File: config.mk
export PLATFORM = sky130hd
export DESIGN_NAME = debug_led_scanner
export DESIGN_NICKNAME = d
export VERILOG_FILES = /design/src/rtl/debug_disp_pkg.sv /design/src/rtl/debug_dwell_timer.sv /design/src/rtl/debug_led_scanner.sv
export SDC_FILE = /design/constraint.sdc
export NUM_CORES = 1
export LEC_CHECK = 0
export CAP_MARGIN = 20
export CORE_MARGIN = 5
export CORE_UTILIZATION = 45
export CTS_BUF_LIST = sky130_fd_sc_hd__clkbuf_2 sky130_fd_sc_hd__clkbuf_4 sky130_fd_sc_hd__clkbuf_8
export CTS_CLUSTER_DIAMETER = 40
export CTS_CLUSTER_SIZE = 12
export DETAILED_ROUTE_END_ITERATION = 8
export DONT_BUFFER_PORTS = 1
export SLEW_MARGIN = 40
export SYNTH_ARGS = -nofsm -noshare
export SYNTH_HDL_FRONTEND = slang
export SYNTH_SLANG_ARGS = --single-unit
export TNS_END_PERCENT = 20
File: constraint.sdc
create_clock -name clk -period 2.06 [get_ports clk]
set_input_delay 0.309 -clock clk [delete_from_list [all_inputs] [get_ports clk]]
set_output_delay 0.309 -clock clk [all_outputs]
set_load 0.1 [all_outputs]
File: src/rtl/debug_disp_pkg.sv
// Shared definitions for the debug display blocks: word/index widths,
// the blank LED pattern and the LED source selector.
package debug_disp_pkg;

   // LED word is the segment pattern plus its digit-select bit on top.
   function automatic int led_width(input int seg_w);
      return seg_w + 1;
   endfunction

   // Width of an index able to address n channels (never narrower than 1).
   function automatic int idx_width(input int n);
      return (n <= 2) ? 1 : $clog2(n);
   endfunction

   // All-off LED pattern; slice to the width in use.
   localparam logic [63:0] BLANK_PATTERN = '0;

   // Where the LED bank takes its data from.
   typedef enum logic {
      SRC_LIVE = 1'b0,
      SRC_SNAP = 1'b1
   } ld_src_e;

endpackage

File: src/rtl/debug_dwell_timer.sv
// Dwell prescaler: counts enabled cycles and flags the last one of each
// DWELL_CYCLES period. Clear has priority over enable.
module debug_dwell_timer #(
   parameter int DWELL_CYCLES = 100_000_000,
   parameter int CNT_W        = (DWELL_CYCLES > 2) ? $clog2(DWELL_CYCLES) : 1
) (
   input  logic clk,
   input  logic rst,
   input  logic en,
   input  logic clr,
   output logic tc
);

   localparam logic [CNT_W-1:0] LAST = CNT_W'(DWELL_CYCLES - 1);

   logic [CNT_W-1:0] count;

   // Count enabled cycles; clear restarts the period, disable holds it.
   always_ff @(posedge clk) begin
      if (rst || clr) begin
         count <= '0;
      end else if (en) begin
         count <= count + 1'b1;
      end
   end

   // Terminal count only while counting, so a held counter never fires.
   always_comb begin
      tc = en && (count == LAST);
   end

endmodule

File: src/rtl/debug_led_scanner.sv
// Debug LED scanner: steps through NUM_CH seven-segment channels (auto dwell
// or manual step), shows {sel, seg} of the current one on LD, can freeze a
// snapshot of all channels and flags channels that changed while hidden.
module debug_led_scanner
   import debug_disp_pkg::*;
#(
   parameter int NUM_CH       = 4,
   parameter int SEG_W        = 7,
   parameter int DWELL_CYCLES = 100_000_000,
   parameter int IDX_W        = idx_width(NUM_CH)
) (
   input  logic                    clk,
   input  logic                    rst,
   input  logic [NUM_CH*SEG_W-1:0] seg_in,
   input  logic [NUM_CH-1:0]       sel_in,
   input  logic                    auto_mode,
   input  logic                    step,
   input  logic                    freeze,
   output logic [SEG_W:0]          LD,
   output logic [IDX_W-1:0]        ch_idx,
   output logic                    chg
);

   localparam int LED_W = led_width(SEG_W);

   // Input register stage
   logic [LED_W-1:0]  word_q    [NUM_CH];
   logic [LED_W-1:0]  word_prev [NUM_CH];
   logic              auto_q;
   logic              step_q;
   logic              freeze_q;

   // Snapshot bank and freeze edge detector
   logic [LED_W-1:0]  snap [NUM_CH];
   logic              freeze_d;
   logic              freeze_rise;

   // Scan control and change tracking
   logic              dwell_tc;
   logic              adv;
   logic [IDX_W-1:0]  idx_nxt;
   logic [NUM_CH-1:0] changed;
   logic [NUM_CH-1:0] changed_nxt;
   logic [NUM_CH-1:0] diff;

   // Output selection
   ld_src_e           ld_src;
   logic [LED_W-1:0]  ld_nxt;

   // Register all inputs; keep the previous registered word for change detect.
   always_ff @(posedge clk) begin
      if (rst) begin
         for (int unsigned c = 0; c < NUM_CH; c++) begin
            word_q[c]    <= '0;
            word_prev[c] <= '0;
         end
         auto_q   <= 1'b0;
         step_q   <= 1'b0;
         freeze_q <= 1'b0;
      end else begin
         for (int unsigned c = 0; c < NUM_CH; c++) begin
            word_q[c]    <= {sel_in[c], seg_in[c*SEG_W +: SEG_W]};
            word_prev[c] <= word_q[c];
         end
         auto_q   <= auto_mode;
         step_q   <= step;
         freeze_q <= freeze;
      end
   end

   debug_dwell_timer #(
      .DWELL_CYCLES(DWELL_CYCLES)
   ) u_dwell (
      .clk(clk),
      .rst(rst),
      .en (auto_q),
      .clr(adv),
      .tc (dwell_tc)
   );

   // Step and dwell expiry merge into one advance, so coincident events move
   // the index by one only.
   always_comb begin
      adv     = step_q | dwell_tc;
      idx_nxt = (ch_idx == IDX_W'(NUM_CH - 1)) ? '0 : ch_idx + 1'b1;
      for (int unsigned c = 0; c < NUM_CH; c++) begin
         diff[c]        = (word_q[c] != word_prev[c]);
         // A fresh change outranks the clear from entering the channel.
         changed_nxt[c] = diff[c] |
                          (changed[c] & ~(adv && (idx_nxt == IDX_W'(c))));
      end
   end

   // Index, sticky change bits and the entry-time change flag.
   always_ff @(posedge clk) begin
      if (rst) begin
         ch_idx  <= '0;
         chg     <= 1'b0;
         changed <= '0;
      end else begin
         if (adv) begin
            ch_idx <= idx_nxt;
            chg    <= changed[idx_nxt];
         end
         changed <= changed_nxt;
      end
   end

   // On the rise cycle the snapshot is still being written, so the live word
   // (which is exactly what gets captured) is forwarded instead.
   always_comb begin
      freeze_rise = freeze_q & ~freeze_d;
      ld_src      = (freeze_q && !freeze_rise) ? SRC_SNAP : SRC_LIVE;
      ld_nxt      = (ld_src == SRC_SNAP) ? snap[ch_idx] : word_q[ch_idx];
   end

   // Snapshot capture on the freeze rise and the registered LED output.
   always_ff @(posedge clk) begin
      if (rst) begin
         for (int unsigned c = 0; c < NUM_CH; c++) begin
            snap[c] <= '0;
         end
         freeze_d <= 1'b0;
         LD       <= BLANK_PATTERN[LED_W-1:0];
      end else begin
         if (freeze_rise) begin
            for (int unsigned c = 0; c < NUM_CH; c++) begin
               snap[c] <= word_q[c];
            end
         end
         freeze_d <= freeze_q;
         LD       <= ld_nxt;
      end
   end

endmodule

==> flow_metrics.py, run 1 <==
metrics = {
    "run_status": {
        "status": "finished, final reports clean",
    },
    "setup_path": {
        "cp-start-kind": "register",
        "crit_path_max_incr_delay_ns": 0.59,
        "path_class": "register to register",
        "endpoint_kind": "register",
        "cp_slowest_cell": "or4_4",
        "crit_chain": "ha_2 > nand4_2 > or4_4 > buf_4 > or3_1 > a21oi_2",
        "worstPathRequired_ns": 2.43,
        "worstPathMaxFanout": 9,
        "cp_data_arrival_time_ns": 2.36,
    },
    "synth": {
        "synth.distinct_cells": 39,
        "synth_fa_ha_area_share_pct": 1.31,
        "synth-xor-area-share_pct": 6.72,
        "syn_inst": 503,
        "netlist_area_sq_um": 5730,
        "synthSimpleGateAreaFrac_pct": 20.8,
        "synth_top_family_by_area": "simple AND/OR/NAND/NOR gates",
        "ys_warn_count": 0,
        "synth_compound_area_share_pct": 4.91,
        "avgSynthCellArea_sq_um": 11.4,
        "synth_mux_area_share_pct": 7.40,
        "seq_area_frac_synth_pct": 55.9,
        "ys_seq_elements": 144,
        "synth_fp_nets": 546,
    },
    "clock_network": {
        "htreeDepth": 4,
        "cts_tree": "done",
        "clk_latency_ns": 0.44,
        "clkTransAtPathRegs_ns": 0.07,
        "cts_inserted_buffers": 17,
        "clk_path_buf_depth": 2,
        "root_buffer": "clkbuf_8",
        "clock_sinks": 144,
    },
    "finish": {
        "synthToLayoutAreaGrowth_pct": 17.5,
        "finish.utilization_pct": 53.6,
        "drive_gt1_share_pct": 15.9,
        "layout.nets": 589,
        "antennaDiodeCount": 0,
    },
    "die": {
        "io_pins": 48,
        "coreArea_sq_um": 12600,
        "initial_utilization_pct": 45.6,
        "fp.dieW_um": 123,
        "row_count": 41,
        "fp.dieH_um": 123,
        "fp.dieArea_sq_um": 15100,
    },
    "grt": {
        "grt_pass1_vias": 3773,
        "grt.overflow.total": 0,
        "grt_pass1_wl_um": 18700,
        "track_usage_pct": 16.6,
        "grt_max_degree": 76,
        "antenna_found_initial": 0,
    },
    "timing": {
        "drv_slew": 0,
        "setup_violations": 0,
        "tightest_slew_ns": 0.408,
        "finalWorstSetupSlack_ns": 0.0745,
        "fmax_ghz": 0.504,
        "post-route-min-period_ns": 1.99,
        "whs_ns": 0.0284,
        "fin_worst_skew_ns": 0.0103,
        "hold_viol_final": 0,
        "final.period_utilization_pct": 96.4,
        "rsz0062_at_grt": "false",
        "slew_headroom_pct": 72.6,
    },
    "routing": {
        "ant_nets": 0,
        "drc": 0,
        "drt_first_pass_iters": 6,
        "via_per_inst": 5.16,
        "vias": 3770,
        "drt_iter0_drc": 151,
        "wl_per_cell_um": 15.9,
        "routed_wl_um": 11600,
    },
    "pwr": {
        "leakage_nw": 2.52,
        "vdd_drop_max_mv": 0.410,
        "power-per-cell-area_nw_per_um2": 869,
    },
    "place": {
        "io_buffers": 0,
        "dp_hpwl_um": 7700,
        "gp_congestion": 0.785,
        "pre_cts_slack_ns": 0.0259,
    },
    "flow_run": {
        "maxCapViolCount": 0,
    },
    "min_path": {
        "hold_class": "primary input to register",
    },
}
power breakdown:
| part | internal [mW] | switching [mW] | total, mW |
|---|---|---|---|
| Clock | 1.27 | 0.963 | 2.23 |
| Combinational | 0.238 | 0.286 | 0.524 |
| Sequential | 3.01 | 0.0856 | 3.10 |
state kept, by name, summed over array words and instances, names as in the netlist, named ones only:
register / flops
snap: 32
word_prev: 32
word_q: 32
u_dwell.count: 27
LD: 8
changed: 4
ch_idx: 2
auto_q: 1
chg: 1
freeze_d: 1
freeze_q: 1
step_q: 1
per-stage QoR:
step           area [sq um]  TNS, ns  power, mW  instances
2_1_floorplan          5730  -0.0308       3.52        503
3_3_place_gp           6000        0       3.61        669
3_5_place_dp           6000        0       3.62        669
4_1_cts                6690        0       5.91        727
5_1_grt                6730        0       6.08        731
6_report               6730        0       5.85        731
critical path, delay by kind of cell, from the launching register on:
kind | cells | cell delay [ns]
AND/OR/NAND/NOR | 3 | 1.06
AO/OA/AOI/OAI | 1 | 0.13
adder cells (fa/ha/maj) | 1 | 0.20
flip-flops | 1 | 0.35
buffers and inverters | 1 | 0.18
final timing paths:
check	startpoint	to	slack [ns]	cells after the start
worst min-delay path	seg_in[19]	word_q[2][5]$_SDFF_PP0_	0.03	1
worst max-delay path	u_dwell.count[1]$_SDFFE_PP0P_	u_dwell.count[18]$_SDFFE_PP0P_	0.07	6
worst min register to register	u_dwell.count[26]$_SDFFE_PP0P_	u_dwell.count[26]$_SDFFE_PP0P_	0.49	2
worst max register to register	u_dwell.count[1]$_SDFFE_PP0P_	u_dwell.count[18]$_SDFFE_PP0P_	0.07	6
cell usage in the layout, fill, tap and decap left out, drive strengths merged:
| cell | synthesis | final |
|---|---|---|
| dfxtp | 112 | 112 |
| nor2b | 68 | 68 |
| xnor2 | 40 | 40 |
| and3 | 35 | 35 |
| edfxtp | 32 | 32 |
| nand2 | 29 | 29 |
| dlygate4sd3 | 0 | 29 |
| clkbuf | 20 | 26 |
| buf | 9 | 24 |
| a21oi | 22 | 22 |
| nor2 | 20 | 20 |
| mux4 | 17 | 17 |
| nand4 | 17 | 17 |
| or3 | 11 | 11 |
| o21ai | 10 | 10 |
| o31ai | 8 | 8 |
| inv | 7 | 7 |
| or4 | 7 | 7 |
| nand3 | 6 | 6 |
| ha | 6 | 6 |
| a31oi | 5 | 5 |
| xor2 | 4 | 4 |
| clkinv | 0 | 4 |
| and4 | 4 | 4 |
| nor3 | 3 | 3 |
| mux2i | 3 | 3 |
| and2 | 2 | 2 |
| bufinv | 0 | 2 |
| a21o | 1 | 1 |
| nand4b | 1 | 1 |
| nor4 | 1 | 1 |
| a311o | 1 | 1 |
| mux2 | 1 | 1 |
| a31o | 1 | 1 |
kinds of logic after synthesis:
logic type,after synthesis
AO/OA/AOI/OAI,48
buffers and inverters,36
AND/OR/NAND/NOR,204
XOR/XNOR,44
flip-flops,144
adder cells (fa/ha/maj),6
multiplexers,21
area by class of cell:
type	count	area (sq um)
fill	1138	5830
sequential	144	3210
multi-input combinational	323	2360
timing repair buffer	53	515
clock buffer	26	327
tap	172	215
clock inverter	6	80.1
inverter	7	26.3
synth_stat cells, drive strengths merged:
cell type	count	area, sq um
a21o	1	7.51
a21oi	22	114
a311o	1	10.0
a31o	1	8.76
a31oi	5	31.3
and2	2	12.5
and3	35	221
and4	4	36.3
buf	9	66.3
clkbuf	20	76.3
dfxtp	112	2240
edfxtp	32	961
ha	6	75.1
inv	7	26.3
mux2	1	11.3
mux2i	3	30.0
mux4	17	383
nand2	29	109
nand3	6	30.0
nand4	17	119
nand4b	1	8.76
nor2	20	75.1
nor2b	68	425
nor3	3	15.0
nor4	1	12.5
o21ai	10	50.1
o31ai	8	60.1
or3	11	68.8
or4	7	60.1
xnor2	40	350
xor2	4	35.0
metal layers:
| layer | wire length [um] | vias up | track usage (%) |
|---|---|---|---|
| met5 | 0 | - | 0 |
| met2 | 5930 | 57 | 28.1 |
| li1 | - | 1854 | - |
| met1 | 4950 | 1841 | 19.5 |
| met4 | 254 | 0 | 7.91 |
| met3 | 478 | 18 | 4.47 |
what timing repair did:
| action | in CTS | in global routing |
|---|---|---|
| gates resized for setup | 0 | 4 |
| setup endpoints to repair | 0 | 6 |
| endpoints found under the hold margin | 75 | 4 |
| setup buffers | 0 | 0 |
| hold buffers | 26 | 4 |
Note: power is estimated with default switching activity, not from simulation.
==> run 2: changes to the inputs <==
--- a/config.mk
+++ b/config.mk
@@ -7,7 +7,7 @@
 export LEC_CHECK = 0
 export CAP_MARGIN = 20
 export CORE_MARGIN = 5
-export CORE_UTILIZATION = 45
+export CORE_UTILIZATION = 40
 export CTS_BUF_LIST = sky130_fd_sc_hd__clkbuf_2 sky130_fd_sc_hd__clkbuf_4 sky130_fd_sc_hd__clkbuf_8
 export CTS_CLUSTER_DIAMETER = 40
 export CTS_CLUSTER_SIZE = 12
==> flow_metrics.py, run 2 (synthesis results as in run 1) <==
metrics = {
    "run_status": {
        "status": "finished, final reports clean",
    },
    "pwr": {
        "leakage_nw": 2.52,
        "vdd_drop_max_mv": 0.627,
        "power-per-cell-area_nw_per_um2": 863,
        "total_power_mw": 5.85,
    },
    "routing": {
        "vias": 3756,
        "drt_iter0_drc": 224,
        "ant_nets": 0,
        "drt_first_pass_iters": 4,
        "routed_wl_um": 11900,
        "drc": 0,
        "wl_per_cell_um": 15.9,
        "via_per_inst": 5.04,
    },
    "timing": {
        "slew_headroom_pct": 70.4,
        "fin_worst_skew_ns": 0.00809,
        "rsz0062_at_grt": "false",
        "setup_violations": 0,
        "final.period_utilization_pct": 95.8,
        "hold_viol_final": 0,
        "drv_slew": 0,
        "post-route-min-period_ns": 1.97,
        "fmax_ghz": 0.507,
        "tightest_slew_ns": 0.441,
    },
    "die": {
        "fp.dieW_um": 130,
        "fp.dieArea_sq_um": 16800,
        "io_pins": 48,
        "row_count": 43,
        "coreArea_sq_um": 14000,
        "fp.dieH_um": 130,
        "initial_utilization_pct": 41.0,
    },
    "grt": {
        "grt_pass1_wl_um": 19200,
        "antenna_found_initial": 0,
        "top_usage_layer": "met2",
        "grt.overflow.total": 0,
        "met2_usage_pct": 24.5,
        "grt_max_degree": 76,
        "met1_usage_pct": 18.7,
        "track_usage_pct": 15.0,
        "grt_pass1_vias": 3702,
        "met3_usage_pct": 5.16,
    },
    "clock_network": {
        "clkTransAtPathRegs_ns": 0.07,
        "clk_latency_ns": 0.44,
        "cts_tree": "done",
        "clock_sinks": 144,
        "htreeDepth": 4,
        "cts_inserted_buffers": 17,
        "cts_setup_buffers": 0,
        "root_buffer": "clkbuf_8",
        "clk_path_buf_depth": 2,
    },
    "min_path": {
        "hold_class": "primary input to register",
    },
    "setup_path": {
        "worstPathRequired_ns": 2.44,
        "path_class": "register to register",
        "cp-start-kind": "register",
        "worstPathMaxFanout": 5,
        "endpoint_kind": "register",
        "cp_slowest_cell": "or4_4",
        "critPathBufInv": 0,
        "crit_chain": "ha_2 > nand4_2 > or4_4 > or4_1 > a21oi_1",
        "crit_path_max_incr_delay_ns": 0.59,
        "cp_data_arrival_time_ns": 2.35,
        "cpLargestDelayFamily": "simple AND/OR/NAND/NOR gates",
    },
    "finish": {
        "instances_no_fill": 745,
        "layout.nets": 595,
        "drive_gt1_share_pct": 15.2,
        "mostFrequentLayoutCells": "dfxtp_1, nor2b_1, xnor2_1",
        "top_regs": "snap: 32 flops, word_prev: 32 flops, word_q: 32 flops",
        "mostFrequentLayoutCell": "dfxtp_1",
        "synthToLayoutAreaGrowth_pct": 18.2,
        "antennaDiodeCount": 0,
    },
    "place": {
        "dp_hpwl_um": 7880,
        "gp_congestion": 0.845,
        "placed_cells": 678,
        "io_buffers": 0,
    },
    "flow_run": {
        "maxCapViolCount": 0,
    },
}
-- run 2: metal layers --
metal,vias to the layer above,share of wire (%)
li1,1863,-
met1,1815,45
met2,65,49
met3,13,4.3
met4,0,1.4
met5,-,0
-- run 2: report_power, final --
| part | switching, mW | internal (mW) | total (mW) |
|---|---|---|---|
| logic | 0.287 | 0.239 | 0.526 |
| registers | 0.0859 | 3.01 | 3.10 |
| clock network | 1.01 | 1.22 | 2.23 |
-- run 2: area by class of cell --
cell class              instances  area [sq um]
clock inverters                13           143
fillers                      1292          7210
clock buffers                  19           255
multi-input cells             323          2370
inverters                       7          26.3
flip-flops and latches        144          3210
repair buffers                 59           552
well taps                     180           225
-- run 2: timing repair --
| item | in CTS | in global routing |
|---|---|---|
| gates resized for setup | 0 | 6 |
| hold buffers | 35 | 0 |
| hold endpoints to repair | 75 | 0 |
| setup endpoints to repair | 0 | 6 |
-- run 2: worst register-to-register path, delay by kind of cell (launching register included) --
family	cells	cell delay [ns]
compound gates	1	0.15
fa+ha+maj	1	0.20
flops	1	0.35
simple gates	3	1.22
-- run 2: worst paths after layout --
kind	slack (ns)	startpoint	cells after the start	end
worst max register to register	0.09	u_dwell.count[1]$_SDFFE_PP0P_	5	u_dwell.count[26]$_SDFFE_PP0P_
worst max-delay path	0.09	u_dwell.count[1]$_SDFFE_PP0P_	5	u_dwell.count[26]$_SDFFE_PP0P_
worst min-delay path	0.04	seg_in[19]	1	word_q[2][5]$_SDFF_PP0_
worst min register to register	0.50	u_dwell.count[19]$_SDFFE_PP0P_	2	u_dwell.count[19]$_SDFFE_PP0P_
-- run 2: through the flow --
step | setup slack (ns) | TNS, ns | cell area (sq um) | utilization (%) | hold slack, ns
2_1_floorplan | -0.0308 | -0.0308 | 5730 | - | 0.437
3_3_place_gp | 0.118 | 0 | 6000 | 42.9 | 0.388
3_5_place_dp | 0.0652 | 0 | 6000 | 42.9 | 0.388
4_1_cts | 0.0569 | 0 | 6760 | 48.3 | 0.00717
5_1_grt | 0.00116 | 0 | 6780 | 48.4 | 0.00438
6_report | 0.0868 | 0 | 6780 | 48.4 | 0.0429
==> run 3: changes to the inputs <==
--- a/config.mk
+++ b/config.mk
@@ -13,8 +13,9 @@
 export CTS_CLUSTER_SIZE = 12
 export DETAILED_ROUTE_END_ITERATION = 8
 export DONT_BUFFER_PORTS = 1
+export PLACE_DENSITY_LB_ADDON = 0.2
 export SLEW_MARGIN = 40
 export SYNTH_ARGS = -nofsm -noshare
 export SYNTH_HDL_FRONTEND = slang
 export SYNTH_SLANG_ARGS = --single-unit
-export TNS_END_PERCENT = 20
+export TNS_END_PERCENT = 30
==> flow_metrics.py, run 3 (synthesis results as in run 1) <==
metrics = {
    "setup_path": {
        "cpLargestDelayFamily": "simple AND/OR/NAND/NOR gates",
        "cp_slowest_cell": "or4_4",
        "cp-start-kind": "register",
        "rr_worst_depth": 6,
        "cp_data_arrival_time_ns": 2.34,
        "crit_path_max_incr_delay_ns": 0.56,
        "worstPathRequired_ns": 2.43,
        "regToRegEndpoint": "u_dwell.count[18]$_SDFFE_PP0P_",
        "path_class": "register to register",
        "r2r_slack_ns": 0.09,
        "timing.rr.start": "u_dwell.count[1]$_SDFFE_PP0P_",
        "crit_chain": "ha_2 > nand4_2 > or4_4 > buf_4 > or3_1 > a21oi_2",
        "worstPathMaxFanout": 9,
        "endpoint_kind": "register",
        "critPathBufInv": 1,
    },
    "timing": {
        "rsz0062_at_grt": "false",
        "post-route-min-period_ns": 1.97,
        "tightest_slew_ns": 0.413,
        "final.period_utilization_pct": 95.7,
        "setup_violations": 0,
        "hold_viol_final": 0,
        "slew_headroom_pct": 72.3,
        "fmax_ghz": 0.507,
        "whs_ns": 0.0418,
        "drv_slew": 0,
        "fin_worst_skew_ns": 0.00928,
        "finalWorstSetupSlack_ns": 0.0895,
        "fin_tns_setup_ns": 0,
    },
    "clock_network": {
        "clock_sinks": 144,
        "clk_path_buf_depth": 2,
        "clkTransAtPathRegs_ns": 0.07,
        "cts_tree": "done",
        "htreeDepth": 4,
        "cts_setup_buffers": 0,
        "root_buffer": "clkbuf_8",
        "cts_inserted_buffers": 17,
        "clk_latency_ns": 0.43,
    },
    "place": {
        "placed_cells": 678,
        "pre_cts_slack_ns": 0.0697,
        "dp_hpwl_um": 7880,
        "io_buffers": 0,
        "gp_congestion": 0.765,
    },
    "finish": {
        "mostFrequentLayoutCell": "dfxtp_1",
        "instances_no_fill": 745,
        "mostFrequentLayoutCells": "dfxtp_1, nor2b_1, xnor2_1",
        "drive_gt1_share_pct": 14.9,
        "synthToLayoutAreaGrowth_pct": 19.4,
        "top_regs": "snap: 32 flops, word_prev: 32 flops, word_q: 32 flops",
        "nFillCells": 1292,
        "antennaDiodeCount": 0,
        "finish.utilization_pct": 48.9,
        "multi_input_area_sq_um": 2360,
        "regArea_sq_um": 3200,
        "layout.nets": 595,
    },
    "die": {
        "io_pins": 48,
        "row_count": 43,
        "fp.dieW_um": 130,
        "initial_utilization_pct": 41.0,
        "coreArea_sq_um": 14000,
        "fp.dieH_um": 130,
        "fp.dieArea_sq_um": 16800,
    },
    "grt": {
        "antenna_found_initial": 0,
        "grt.overflow.total": 0,
        "grt_pass1_vias": 3728,
        "grt_max_degree": 76,
        "track_usage_pct": 15.0,
        "grt_pass1_wl_um": 19100,
    },
    "pwr": {
        "vdd_drop_max_mv": 0.374,
        "leakage_nw": 2.56,
        "power-per-cell-area_nw_per_um2": 904,
    },
    "min_path": {
        "holdPathStages": 1,
        "hp-start": "seg_in[21]",
        "hold_class": "primary input to register",
        "hold_path_end": "word_q[3][0]$_SDFF_PP0_",
    },
    "routing": {
        "drc": 0,
        "routed_wl_um": 11700,
        "drt_iter0_drc": 263,
        "drt_first_pass_iters": 4,
        "vias": 3721,
        "ant_nets": 0,
        "wl_per_cell_um": 15.7,
        "via_per_inst": 4.99,
    },
    "flow_run": {
        "maxCapViolCount": 0,
    },
    "run_status": {
        "status": "finished, final reports clean",
    },
}
[run 3: what timing repair did]
action | 4_1_cts | 5_1_grt
hold buffers | 28 | 7
endpoints found under the hold margin | 75 | 7
resized for setup | 0 | 2
setup endpoints to repair | 0 | 4
[run 3: how the worst max path moves through the flow]
stage / startpoint / end / slack, ns / cells past startpoint
2_1_floorplan: ch_idx[0]$_SDFFE_PP0P_ / chg$_SDFFE_PP0P_ / -0.03 / 5
3_3_place_gp: u_dwell.count[1]$_SDFFE_PP0P_ / u_dwell.count[26]$_SDFFE_PP0P_ / 0.12 / 5
5_1_grt: u_dwell.count[5]$_SDFFE_PP0P_ / u_dwell.count[25]$_SDFFE_PP0P_ / 0.02 / 4
6_report: u_dwell.count[1]$_SDFFE_PP0P_ / u_dwell.count[18]$_SDFFE_PP0P_ / 0.09 / 6
4_1_cts: u_dwell.count[1]$_SDFFE_PP0P_ / u_dwell.count[18]$_SDFFE_PP0P_ / 0.05 / 6
3_5_place_dp: u_dwell.count[1]$_SDFFE_PP0P_ / u_dwell.count[18]$_SDFFE_PP0P_ / 0.07 / 6
[run 3: area by class of cell]
class,count,area share (%)
inverter,7,0.384
sequential,144,46.8
timing repair buffer,59,8.19
clock inverter,14,3.18
multi-input combinational,323,34.5
clock buffer,18,3.62
tap,180,3.29
[run 3: worst register-to-register path, stage by stage (launching register included)]
cell	delay, ns
dfxtp_2	0.36
ha_2	0.20
nand4_2	0.11
or4_4	0.56
buf_4	0.18
or3_1	0.36
a21oi_2	0.14
[run 3: stage by stage]
step                area, sq um  total power, mW
floorplan                  5730             3.52
finish                     6850             6.19
global route               6850             6.48
CTS                        6770             6.26
detailed placement         6010             3.62
global placement           6010             3.61
[run 3: layer usage]
metal / part of all wire [%] / vias to the layer above / track usage (%)
met5: 0 / - / 0
met4: 1.6 / 0 / 6.05
met3: 3.4 / 13 / 4.01
met2: 50 / 53 / 24.7
met1: 45 / 1796 / 18.8
li1: - / 1859 / -
[run 3: where the power goes]
part           internal [mW]  switching (mW)  leakage, nW
Clock                   1.57           0.989        0.232
Combinational          0.243           0.289         1.07
Sequential              3.01          0.0827         1.26
